File: src/rtl/nmos_pmos.sv
// Clocked four-state model of a bank of nmos/pmos pass switches.
// Every lane is also resolved onto one shared net. One register stage follows the combinational evaluation.
module nmos_pmos #(
    parameter int unsigned LANES = 4
) (
    input  logic                 clk,
    input  logic                 rst,
    input  logic                 in_valid,
    input  logic [2*LANES-1:0]   data,
    input  logic [2*LANES-1:0]   gate,
    input  logic [LANES-1:0]     is_pmos,
    output logic                 out_valid,
    output logic [2*LANES-1:0]   lane_out,
    output logic [1:0]           net_out,
    output logic                 contention
);

    typedef enum logic [1:0] {
        S0 = 2'b00,
        S1 = 2'b01,
        SZ = 2'b10,
        SX = 2'b11
    } fs_t;

    logic [2*LANES-1:0] lane_nxt;
    logic [1:0]         net_nxt;
    logic               cont_nxt;

    always_comb begin
        fs_t  d;
        fs_t  g;
        fs_t  o;
        logic has0;
        logic has1;
        logic hasx;
        lane_nxt = '0;
        net_nxt  = SZ;
        cont_nxt = 1'b0;
        d        = SZ;
        g        = SZ;
        o        = SZ;
        has0     = 1'b0;
        has1     = 1'b0;
        hasx     = 1'b0;
        for (int unsigned i = 0; i < LANES; i++) begin
            d = fs_t'(data[2*i +: 2]);
            g = fs_t'(gate[2*i +: 2]);
            // A pmos gate inverts 0/1; Z and X on its gate both become X.
            if (is_pmos[i]) begin
                case (g)
                    S0:      g = S1;
                    S1:      g = S0;
                    default: g = SX;
                endcase
            end
            case (g)
                S1:      o = d;
                S0:      o = SZ;
                default: o = (d == SZ) ? SZ : SX;
            endcase
            lane_nxt[2*i +: 2] = o;
            has0 = has0 | (o == S0);
            has1 = has1 | (o == S1);
            hasx = hasx | (o == SX);
        end
        // An X on the net masks contention; only a clean 0-vs-1 fight flags it.
        if (hasx) begin
            net_nxt = SX;
        end else if (has0 && has1) begin
            net_nxt  = SX;
            cont_nxt = 1'b1;
        end else if (has0) begin
            net_nxt = S0;
        end else if (has1) begin
            net_nxt = S1;
        end
    end

    always_ff @(posedge clk) begin
        if (rst) begin
            out_valid  <= 1'b0;
            lane_out   <= {LANES{SZ}};
            net_out    <= SZ;
            contention <= 1'b0;
        end else begin
            out_valid <= in_valid;
            if (in_valid) begin
                lane_out   <= lane_nxt;
                net_out    <= net_nxt;
                contention <= cont_nxt;
            end
        end
    end

endmodule

File: config.mk
export PLATFORM = sky130hd
export DESIGN_NAME = nmos_pmos
export DESIGN_NICKNAME = d
export VERILOG_FILES = /design/src/rtl/nmos_pmos.sv
export SDC_FILE = /design/constraint.sdc
export NUM_CORES = 1
export LEC_CHECK = 0
export CORE_UTILIZATION = 38
export DETAILED_ROUTE_END_ITERATION = 7
export PLACE_DENSITY = 0.77
export SLEW_MARGIN = 20
export SYNTH_ARGS = -nofsm -noshare
export SYNTH_HDL_FRONTEND = slang
export SYNTH_SLANG_ARGS = --single-unit
File: constraint.sdc
create_clock -name clk -period 2 [get_ports clk]
set_input_delay 0.3 -clock clk [delete_from_list [all_inputs] [get_ports clk]]
set_output_delay 0.3 -clock clk [all_outputs]
set_load 0.005 [all_outputs]
==> run summary <==
The transition time at the pin with the least slew margin came out at 0.371 ns. The achievable frequency came out at between 0.5 and 0.6 GHz. After the last flow step, the layout net total stands at around 140. The DRC violations left came out at 0. The final worst setup slack came out at 0.262 ns.

The number of buffers inserted by port buffering is 34. The average size of a mapped cell came out at approximately 8.9 um2. Max-cap violations in this run came to 0. Cell internal power was estimated by the tool at roughly 0.00043 W. The worst setup skew after layout is 0 ns.

Measured against its own limit, the worst slew margin works out to 75.1%. The growth of design area from synthesis to finish came out at 61.5%. IR analysis of the VDD net gives a maximum drop of 0.461 mV. The share of the clock period used by the worst path came out at 86.9%. The tree is rooted in a sky130_fd_sc_hd__clkbuf_4.

The max-slew violation count came to 0. The count of TritonRoute iterations in the first routing pass is 5. The wire length of the first global-routing pass came out at 2910 um. In the post-synthesis netlist, the biggest area contributors are sky130_fd_sc_hd__dfxtp_1 35%, sky130_fd_sc_hd__nand2_1 3.9%, sky130_fd_sc_hd__inv_1 3.3%. Setup repair after global routing left no endpoint under its margin. Buffers added to address setup during post-CTS repair amount to 0. The async set-or-reset flop fraction in the synthesized netlist is 0%.

The count of inserted antenna diode cells came out at 0. The DRC marker count from the first detailed-route iteration came out at 18. The library cells used most frequently in the layout, excluding fill and tap cells, are 34 x sky130_fd_sc_hd__clkdlybuf4s50_1, 12 x sky130_fd_sc_hd__dfxtp_1, 7 x sky130_fd_sc_hd__nand2_1.

In this run the worst hold path is classified as flop to flop. The half-perimeter wire length of the detailed placement result came out at 1350 um. The area of the placeable core is between 1500 and 2000 um2. The reported leakage power is 0.441 nW.

The worst setup slack after placement is 0.0140 ns. Power spread over the standard cell area amounts to roughly 520 nW/um2. The number of clock buffers added by TritonCTS is 3. The layout cell share with drive strength beyond 1 came out at 15.5%. The number of H-tree levels came out at 1. The chip width is 44.4 um. The number of I/O pins came out at 35. The total wire length after detailed routing came out at between 1500 and 2000 um. The instance area at placement is about 1100 um2. The floorplan has 14 rows.

The maximum buffer depth of the clock tree is 2. The setup path with the least slack is of type input port to flop. Once the floorplan was initialized, standard cells occupied 42.8% of the core.

The tree built by TritonCTS fans out to 12 sinks. The count of yosys warnings during synthesis is 0. The proportion of synthesized chip area in sequential cells came out at 35.2%. The net switching power of the design came out at 0.000150 W. For the worst setup path, the data arrival time is ~1.9 ns. The total grt overflow came out at 0. The number of antenna violations at the first check in global routing came to 0. The clock network burns approximately a quarter of the power. Post-CTS repair changed the size of 0 cells.

The top flip-flop cell by instance count after synthesis is sky130_fd_sc_hd__dfxtp_1. The final design instance area without fill came out at 1100 um2. The minimum period implied by the final worst setup slack came out at 1.74 ns.

Clock-pin slew was measured on the worst setup and hold paths at 0.08 ns. The total routing usage reported by global routing came out at about a fifth. The count of flip-flops with a built-in enable after synthesis is 0.

The number of setup violations in the final report is 0. The count of final hold-check violations is 0. The floorplan die area is 1970 um2. The remaining antenna violation count came out at 0. The maximum number of pins on one net before global-route repair is 11. The run finished with clean final reports. The area of the mapped netlist is about 680 um2.

The sequential power share is between 40% and 50%. TritonCTS built the clock tree. The final weighted congestion in routability-driven placement is 0.790. The synthesized instance count is 77.

The fraction of synthesized cell area taken by the top area cell type is 35.2%. The number of distinct library cells after synthesis came out at 36. The most frequent standard cell in the layout excluding fill and tap cells is sky130_fd_sc_hd__clkdlybuf4s50_1. The number of global-route vias before repair came out at 709. The worst path required time came out at 2.17 ns. For this design, the CTS-stage hold fixing added 0 buffers. From bottom edge to top edge, the die measures 44.4 um. The clock latency on the worst-skew pair came out at ~0.27 ns. STA classifies the critical path startpoint as an input port.

The synthesized design spends more area on one cell type than any other, namely sky130_fd_sc_hd__dfxtp_1. The count of fill cells added during filler insertion is between 100 and 150. The routed length per instance came out at 12.1 um. In the routed layout, each cell is associated on average with a via count of roughly 5.1. In this run, synthesis produced a sequential element count of 12.

Of all nets on the critical path, the largest fanout is 3. The count of vias placed by the detailed router came out at 718. The total nets after synthesis is between 100 and 150.

The worst setup path is captured at a flop. The net switching fraction of the power came out at approximately a quarter. The relative contribution of combinational cells to total power came out at a little under a third.

Summed over all failing endpoints, the final setup total negative slack is 0 ns.
[state kept, by name (all words and copies together) (netlist names)]
| signal | cells |
|---|---|
| lane_out | 8 |
| net_out | 2 |
| contention | 1 |
| out_valid | 1 |
[cell type report]
cell class	instances	area (um2)	share of cell area (%)
inverters	6	22.5	2.05
multi-input cells	56	408	37.0
well taps	24	30.0	2.73
repair buffers	39	378	34.3
flip-flops and latches	12	240	21.8
clock buffers	3	22.5	2.05
[power groups by stage]
stage / Clock [W] / Sequential [W] / Combinational, W
6_report: 0.000143 / 0.000260 / 0.000174
5_1_grt: 0.000158 / 0.000262 / 0.000190
4_1_cts: 0.000150 / 0.000260 / 0.000174
3_5_place_dp: 0 / 0.000265 / 0.000173
3_3_place_gp: 0 / 0.000265 / 0.000172
2_1_floorplan: 0 / 0.000266 / 0.0000699
[worst max-delay path: stages]
cell	delay [ns]
sky130_fd_sc_hd__clkdlybuf4s50_1	0.41
sky130_fd_sc_hd__xnor2_1	0.21
sky130_fd_sc_hd__nor3_1	0.07
sky130_fd_sc_hd__buf_4	0.14
sky130_fd_sc_hd__a32oi_1	0.27
sky130_fd_sc_hd__nand2_1	0.11
sky130_fd_sc_hd__ha_1	0.21
sky130_fd_sc_hd__a31o_2	0.19
[synth_stat cells, types with 2 or more instances]
master / count
sky130_fd_sc_hd__dfxtp_1: 12
sky130_fd_sc_hd__nand2_1: 7
sky130_fd_sc_hd__inv_1: 6
sky130_fd_sc_hd__nor2_1: 6
sky130_fd_sc_hd__clkbuf_1: 3
sky130_fd_sc_hd__nor3_1: 3
sky130_fd_sc_hd__o211ai_1: 3
sky130_fd_sc_hd__o21ai_0: 3
sky130_fd_sc_hd__a21oi_1: 2
sky130_fd_sc_hd__a31oi_1: 2
sky130_fd_sc_hd__mux2_2: 2
sky130_fd_sc_hd__nand2b_1: 2
sky130_fd_sc_hd__nor2b_1: 2
sky130_fd_sc_hd__xnor2_1: 2
[worst paths after layout]
check / startpoint / end / slack (ns) / depth (start not counted)
max: gate[2] / contention / 0.26 / 8
min: lane_out[7] / lane_out[7] / 0.48 / 1
max reg2reg: contention / contention / 1.24 / 2
min reg2reg: lane_out[7] / lane_out[7] / 0.48 / 1
[through the flow]
step	hold WS [ns]	util (%)	power [W]	instances
final	0.476	69.1	0.000577	140
after global routing	0.496	69.1	0.000610	140
after CTS	0.474	69.1	0.000584	140
after detailed placement	0.455	67.7	0.000439	137
after global placement	0.447	67.7	0.000436	137
after floorplan	0.461	-	0.000336	77
[kinds of logic (layout without fill, tap and decap cells)]
family / Yosys count / count (layout) / share of synthesized area (%)
fa+ha+maj: 1 / 1 / 1.83
flops: 12 / 12 / 35.2
compound gates: 25 / 25 / 29.0
xor+xnor: 4 / 4 / 6.24
simple gates: 24 / 24 / 19.4
buf+inv: 9 / 48 / 4.95
mux: 2 / 2 / 3.30
[routing by layer]
metal,vias up,global-route usage (%),wire length [um]
met3,2,4.90,74
li1,365,-,-
met4,0,5.45,10
met1,324,22.9,729
met2,27,35.6,877
met5,-,0,0
No activity file was read; power rests on OpenSTA's default activity.
